File: config.mk
export PLATFORM = sky130hd
export DESIGN_NAME = btn_conditioner_flat
export DESIGN_NICKNAME = d
export VERILOG_FILES = /design/src/rtl/btn_conditioner_if.sv /design/src/rtl/btn_conditioner.sv /design/src/flat_wrapper.sv
export SDC_FILE = /design/constraint.sdc
export NUM_CORES = 1
export LEC_CHECK = 0
export ABC_CLOCK_PERIOD_IN_PS = 8310
export CORE_MARGIN = 4
export CORE_UTILIZATION = 35
export CTS_CLUSTER_SIZE = 10
export DETAILED_ROUTE_END_ITERATION = 12
export GPL_TIMING_DRIVEN = 0
export RECOVER_POWER = 25
export SETUP_SLACK_MARGIN = 0.02
export SYNTH_ARGS = -nofsm -noshare
export SYNTH_HDL_FRONTEND = slang
export SYNTH_HIERARCHICAL = 1
export SYNTH_SLANG_ARGS = --single-unit
File: constraint.sdc
create_clock -name clk -period 8.31 [get_ports clk]
set_clock_uncertainty 0.2 [all_clocks]
set_input_delay 1.662 -clock clk [delete_from_list [all_inputs] [get_ports clk]]
set_output_delay 1.662 -clock clk [all_outputs]
set_load 0.005 [all_outputs]
File: src/rtl/btn_conditioner_if.sv
// Button conditioner bus.
//   btn        raw asynchronous push buttons (1 = pressed)
//   repeat_en  auto-repeat enable, synchronous, shared by all lanes
//   btn_level  debounced button level
//   btn_pulse  registered single-cycle press / repeat strobes
// master: the button/control side; slave: the conditioner.
interface btn_conditioner_if #(
  parameter int NUM_LANES = 4
);
  logic [NUM_LANES-1:0] btn;
  logic                 repeat_en;
  logic [NUM_LANES-1:0] btn_level;
  logic [NUM_LANES-1:0] btn_pulse;

  modport master (output btn, repeat_en, input btn_level, btn_pulse);
  modport slave  (input btn, repeat_en, output btn_level, btn_pulse);
endinterface

File: src/rtl/btn_conditioner.sv
// Four-channel push-button conditioner: 2-FF synchroniser, debouncer and a
// press/auto-repeat pulse generator per channel. Channels are independent.
//   clk    system clock
//   rst_n  asynchronous active-low reset
//   bus    btn_conditioner_if.slave (btn, repeat_en in; btn_level, btn_pulse out)

// One conditioning lane.
module btn_cond_lane #(
  parameter int DEBOUNCE_CYCLES = 500000,
  parameter int REPEAT_DELAY    = 25000000,
  parameter int REPEAT_RATE     = 5000000
) (
  input  logic clk,
  input  logic rst_n,
  input  logic btn_i,
  input  logic repeat_en_i,
  output logic level_o,
  output logic pulse_o
);
  localparam int DW   = $clog2(DEBOUNCE_CYCLES + 1);
  localparam int RMAX = (REPEAT_DELAY > REPEAT_RATE) ? REPEAT_DELAY : REPEAT_RATE;
  localparam int RW   = $clog2(RMAX + 1);
  localparam logic [DW-1:0] D_LAST  = DW'(DEBOUNCE_CYCLES - 1);
  localparam logic [RW-1:0] RD_LAST = RW'(REPEAT_DELAY - 1);
  localparam logic [RW-1:0] RR_LAST = RW'(REPEAT_RATE - 1);

  typedef enum logic [1:0] {RELEASED, DELAY, REPEAT} state_e;

  logic          s1_q, s2_q;
  logic          level_q, level_d;
  logic [DW-1:0] dcnt_q, dcnt_d;
  state_e        state_q, state_d;
  logic [RW-1:0] rcnt_q, rcnt_d;
  logic          pulse_q, pulse_d;
  logic          rise, fall;

  // Debounce: a disagreement run of DEBOUNCE_CYCLES edges flips the level;
  // any agreeing cycle restarts the run.
  always_comb begin
    level_d = level_q;
    dcnt_d  = '0;
    if (s2_q != level_q) begin
      if (dcnt_q == D_LAST) level_d = s2_q;
      else                  dcnt_d  = dcnt_q + 1'b1;
    end
  end

  // Edges are taken from the next level so the press pulse lands on the
  // same clock edge as the level change.
  assign rise = level_d & ~level_q;
  assign fall = ~level_d & level_q;

  always_comb begin
    state_d = state_q;
    rcnt_d  = rcnt_q;
    pulse_d = 1'b0;
    if (fall) begin
      // release wins over a repeat due on the same edge
      state_d = RELEASED;
      rcnt_d  = '0;
    end else begin
      case (state_q)
        RELEASED: begin
          rcnt_d = '0;
          if (rise) begin
            pulse_d = 1'b1;
            state_d = DELAY;
          end
        end
        DELAY: begin
          if (!repeat_en_i) rcnt_d = '0;
          else if (rcnt_q == RD_LAST) begin
            pulse_d = 1'b1;
            rcnt_d  = '0;
            state_d = REPEAT;
          end else rcnt_d = rcnt_q + 1'b1;
        end
        REPEAT: begin
          if (!repeat_en_i) begin
            // re-enabling restarts the full initial delay
            rcnt_d  = '0;
            state_d = DELAY;
          end else if (rcnt_q == RR_LAST) begin
            pulse_d = 1'b1;
            rcnt_d  = '0;
          end else rcnt_d = rcnt_q + 1'b1;
        end
        default: begin
          rcnt_d  = '0;
          state_d = RELEASED;
        end
      endcase
    end
  end

  always_ff @(posedge clk or negedge rst_n) begin
    if (!rst_n) begin
      s1_q    <= 1'b0;
      s2_q    <= 1'b0;
      level_q <= 1'b0;
      dcnt_q  <= '0;
      state_q <= RELEASED;
      rcnt_q  <= '0;
      pulse_q <= 1'b0;
    end else begin
      s1_q    <= btn_i;
      s2_q    <= s1_q;
      level_q <= level_d;
      dcnt_q  <= dcnt_d;
      state_q <= state_d;
      rcnt_q  <= rcnt_d;
      pulse_q <= pulse_d;
    end
  end

  assign level_o = level_q;
  assign pulse_o = pulse_q;
endmodule

module btn_conditioner #(
  parameter int DEBOUNCE_CYCLES = 500000,
  parameter int REPEAT_DELAY    = 25000000,
  parameter int REPEAT_RATE     = 5000000,
  parameter int NUM_LANES       = 4
) (
  input logic              clk,
  input logic              rst_n,
  btn_conditioner_if.slave bus
);
  logic [NUM_LANES-1:0] level_w, pulse_w;

  for (genvar g = 0; g < NUM_LANES; g++) begin : g_lane
    btn_cond_lane #(
      .DEBOUNCE_CYCLES (DEBOUNCE_CYCLES),
      .REPEAT_DELAY    (REPEAT_DELAY),
      .REPEAT_RATE     (REPEAT_RATE)
    ) u_lane (
      .clk         (clk),
      .rst_n       (rst_n),
      .btn_i       (bus.btn[g]),
      .repeat_en_i (bus.repeat_en),
      .level_o     (level_w[g]),
      .pulse_o     (pulse_w[g])
    );
  end

  assign bus.btn_level = level_w;
  assign bus.btn_pulse = pulse_w;
endmodule

File: src/flat_wrapper.sv
// flat-port wrapper written by rule: the top's interface ports become plain ports
module btn_conditioner_flat 
#(
  parameter int DEBOUNCE_CYCLES = 500000,
  parameter int REPEAT_DELAY    = 25000000,
  parameter int REPEAT_RATE     = 5000000,
  parameter int NUM_LANES       = 4
)
  (clk, rst_n, bus_btn, bus_repeat_en, bus_btn_level, bus_btn_pulse);
  btn_conditioner_if #(.NUM_LANES(NUM_LANES)) bus_i ();
  input logic clk;
  input logic rst_n;
  input wire logic [$bits(bus_i.btn)-1:0] bus_btn;
  input wire logic [$bits(bus_i.repeat_en)-1:0] bus_repeat_en;
  output wire logic [$bits(bus_i.btn_level)-1:0] bus_btn_level;
  output wire logic [$bits(bus_i.btn_pulse)-1:0] bus_btn_pulse;
  assign bus_i.btn = bus_btn;
  assign bus_i.repeat_en = bus_repeat_en;
  assign bus_btn_level = bus_i.btn_level;
  assign bus_btn_pulse = bus_i.btn_pulse;
  btn_conditioner #(.DEBOUNCE_CYCLES(DEBOUNCE_CYCLES), .REPEAT_DELAY(REPEAT_DELAY), .REPEAT_RATE(REPEAT_RATE), .NUM_LANES(NUM_LANES)) u_core (.clk(clk), .rst_n(rst_n), .bus(bus_i));
endmodule
; ---- Word-level counts from Yosys, hierarchy flattened
; Index checks and enable logic that the tools add are counted.
[totals]
regBits = 200
latch_bits = 0
ramBits = 0
mem_bits_ro = 0
in_bits = 7
wordCells = 189
mem_count = 0
[op_classes]
add_sub_neg = 8
n_mul = 0
div = 0
n_lt_le_gt_ge = 0
eq_ne = 40
n_shift = 0
mux = 89
bitwise_logic = 16
reduce_logical = 8
[ops]
columns = op, n
row1 = $mux 25, 20
row2 = $pmux 25 s2, 4
row3 = $mux 19, 8
row4 = $add 25x1->25 const B, 4
row5 = $eq 25x23->1 const B, 4
row6 = $eq 25x25->1 const B, 4
row7 = $add 19x1->19 const B, 4
row8 = $eq 19x19->1 const B, 4
row9 = $ne 3x3->1 const B, 16
row10 = $mux 2, 17
row11 = $mux 1, 32
row12 = $pmux 2 s3, 4
row13 = $reduce_and 4->1, 4
row14 = $pmux 1 s3, 4
row15 = $and 1x1->1, 8
row16 = $eq 2x1->1 const B, 4
row17 = $eq 2x2->1 const B, 4
row18 = $logic_not 2->1, 4
row19 = $not 1->1, 8
row20 = $ne 1x1->1, 4

; ---- Logic depth before layout (Yosys ltp)
[depth]
ltp_word = 7
mapped_depth = 12
ltp_nobuf = 11

; ---- Modules after synthesis
; The synthesis kept the hierarchy.
[modules_own_cells]
columns = module, instances, cells_per_inst, area_each_um2, seq_area_each_um2
row1 = btn_cond_lane at u_core.g_lane[2].u_lane, 1, 283, 2801.4, 1251.2
row2 = btn_cond_lane at u_core.g_lane[1].u_lane, 1, 281, 2745.1, 1251.2
row3 = btn_cond_lane at u_core.g_lane[0].u_lane, 1, 268, 2656.3, 1251.2
row4 = btn_cond_lane at u_core.g_lane[3].u_lane, 1, 265, 2558.7, 1251.2

; ---- Worst setup path after synthesis
; OpenSTA, ideal clock, no wires.
[synth_path]
kind = input port to flip-flop
from = input port bus_repeat_en
to = register u_core.g_lane[1].u_lane.rcnt_q[10]
setup_time_ns = 0.121
arrival_ns = 2.520
t_required_ns = 7.989
path_slack_ns = 5.468
stages = 4
path_buffers = 1
cell_sequence = and4_1 > a221oi_4 > buf_2 > nor2_1
[synth_via]
elab_chain_cells = 3
[synth_lines]
columns = item, line
row1 = "start, declared", flat_wrapper.sv:14  ; input wire logic [$bits(bus_i.repeat_en)-1:0] bus_repeat_en;
row2 = $mux 25 (on tied branches), "btn_conditioner.sv:79, btn_conditioner.sv:71"
row3 = $pmux 25 s2 (*), btn_conditioner.sv:62  ; case (state_q)
row4 = $mux 25 (*), btn_conditioner.sv:57  ; if (fall) begin
row5 = via u_core.g_lane[1].u_lane.rcnt_d[10], btn_conditioner.sv:33  ; logic [RW-1:0] rcnt_q, rcnt_d;
row6 = "end signal, assigned", btn_conditioner.sv:111  ; rcnt_q <= rcnt_d;
row7 = "end, declared", btn_conditioner.sv:33
; Mark *: on every way through the listed nets, which the timed path passes. The rest lies on a longest branch.
; A chain may end at the register's enable or synchronous reset.

; ---- Worst setup path in the final report
[layout_path]
from = input port bus_repeat_en
to = register u_core.g_lane[1].u_lane.rcnt_q[14]
; Same word-level chain as after synthesis.

==> metrics.cfg <==
[logic_synthesis]
syn_avg_cell_area_um2 = 9.81
synthTopCellsByArea = dfrtp_1, xnor2_1, nor2_1
yosys.area.top_type = dfrtp_1
synth_compound_area_frac = 0.0821
synth_nets = 1140
synth_top_family_by_area = simple AND/OR/NAND/NOR gates
seq_area_frac_synth = 0.465
synth_edf_count = 0
synth_top_area_frac = 0.465
yosys.area_share.adder = 0.0419
synth_commonest_cells = dfrtp_1, nor2_1, xnor2_1
yosys.area_share.simple = 0.259
synthArstFlopShare = 1.00
synthFlopType = dfrtp_1
synth_xor_area_frac = 0.108
netlist_area_um2 = 10800
synth.distinct_cells = 69
synth.most_common_cell = dfrtp_1
yosys_register_bits = 200
synth_cells = 1097
ys_warn_count = 6
synth_mux_area_frac = 0.00965

[clock_network]
clock_sinks = 200
clk_latency_ps = 430
cts_setup_buffers = 0
cts_buffers = 17
htreeDepth = 4
cts_tree = yes
cts_root_buf = clkbuf_16
ctsHoldBuffers = 0
path_clk_slew_ps = 70
cts_buffer_depth = 2
cts_resized = 0

[global_route]
grt_pass1_vias = 7865
grt_max_degree = 121
grt_first_pass_wirelength_um = 37500
grt_antenna_before_repair = 0
grt_usage = 0.131
grt_overflow = 0

[setup_path]
crit_required_ps = 8420
critPathMaxFanout = 18
worst-r2r-cell-count = 9
crit_path_start_kind = input port
startpoint = bus_repeat_en
criticalPathCategory = input port to flop
end_kind = flop
cp.arrival_ps = 3860
reg2reg_from = u_core/g_lane[2].u_lane/dcnt_q[0]

[min_path]
hold_start = u_core/g_lane[0].u_lane/s1_q
holdCritPathClass = flop to flop
hold_path_depth = 0

[drt]
vias = 7912
route.met3.wl_um = 402
remaining_drc_errors = 0
drt_pass1_iterations = 5
wirelength_um = 21000
drt-wirelength-per-cell_um = 13.7
viasPerCell = 5.16
routed.top_layer = met4
ant_nets = 0
routedLengthMet1_um = 10600
drtIter0Drc = 599
dr_wl_met2_um = 9740

[outcome]
outcome = finished clean

[floorplanning]
die_h_um = 183
die_width_um = 183
num_rows = 63
io_pins = 15
dieArea_um2 = 33600
coreArea_um2 = 30000
initial_core_util = 0.359

[sta]
slew_headroom = 0.207
clock.fmax_mhz = 267
slew_violations = 0
post-route-period-util = 0.451
period_needed_ps = 3750
timing.final.hold_violations = 0
tightest_slew_ps = 1180
rsz0062_at_grt = no
setup_viol = 0

[power_and_ir_drop]
power_density_nw_per_um2 = 164
fin_total_pwr_mw = 1.97
irDropWorstVdd_mv = 0.127
leakagePower_nw = 4.59

[final_layout]
area_growth_syn_to_layout_pct = 11.7
diodes = 0
nNetsFinal = 1174
drive_gt1_frac = 0.0778
final_cells = 1534

[place]
portBuffers = 14
post-place-cells = 1502
dp_hpwl_um = 14200
gp_congestion = 0.773

[job]
max_cap_violations = 0

==> cells by family after synthesis <==
group,after synthesis
xor+xnor,133
fa+ha+maj,36
buf+inv,73
mux,10
flops,200
simple gates,523
compound gates,122
==> cell type report <==
cell class / count / area, um2
sequential: 200 / 5000
tap: 390 / 488
timing repair buffer: 15 / 173
clock inverter: 12 / 165
clock buffer: 20 / 437
fill: 2917 / 17900
inverter: 42 / 158
multi-input combinational: 824 / 5390
buffer: 31 / 205
==> power breakdown <==
part	switching (mW)	internal, mW
clock network	0.382	0.480
registers	0.0144	0.986
logic	0.0698	0.0402
==> path summary, 6_finish.rpt <==
check | to | slack (ps)
max | u_core/g_lane[1].u_lane/rcnt_q[14] | 4560
min in group asynchronous | u_core/g_lane[3].u_lane/rcnt_q[6] | 1010
min | u_core/g_lane[0].u_lane/s2_q | 150
max in group asynchronous | u_core/g_lane[2].u_lane/dcnt_q[14] | 5880
min reg2reg | u_core/g_lane[0].u_lane/s2_q | 150
max reg2reg | u_core/g_lane[2].u_lane/rcnt_q[22] | 4990
==> cells in the final DEF, fill, tap and decap left out, types with 25 or more instances in the layout <==
master,count
o21ai_0,25
inv_1,42
xnor2_1,76
ha_1,36
dfrtp_1,200
nand4_1,49
nand3_1,68
xor2_1,57
nor2_1,165
nand2_1,69
==> routing by layer <==
| metal | GRT usage | vias to the layer above |
|---|---|---|
| met2 | 0.210 | 71 |
| met5 | 0 | - |
| met3 | 0.0272 | 12 |
| met1 | 0.181 | 3850 |
| li1 | - | 3979 |
| met4 | 0.0340 | 0 |
==> worst max-delay path: stages <==
cell and delay [ps]:
clkdlybuf4s50_1 890, and4_1 470, a221oi_4 460, buf_2 300, nor2_1 70
==> state kept, by name, indices dropped and copies added, names as in the netlist <==
name and count:
u_core/g_lane.u_lane/dcnt_q 76, u_core/g_lane.u_lane/level_o 4, u_core/g_lane.u_lane/pulse_o 4, u_core/g_lane.u_lane/rcnt_q 100, u_core/g_lane.u_lane/s1_q 4, u_core/g_lane.u_lane/s2_q 4
u_core/g_lane.u_lane/state_q 8
==> metrics by stage <==
step / area (um2) / TNS (ps) / util / hold WS (ps) / setup slack, ps
after floorplan: 10800 / 0 / - / 131 / 5470
after global placement: 11400 / -653600 / 0.380 / 133 / -3300
after detailed placement: 11400 / 0 / 0.381 / 135 / 4060
after CTS: 12000 / 0 / 0.401 / 152 / 4530
after global routing: 12000 / 0 / 0.401 / 167 / 4430
final: 12000 / 0 / 0.401 / 151 / 4560
No activity file was read; power rests on OpenSTA's default activity.
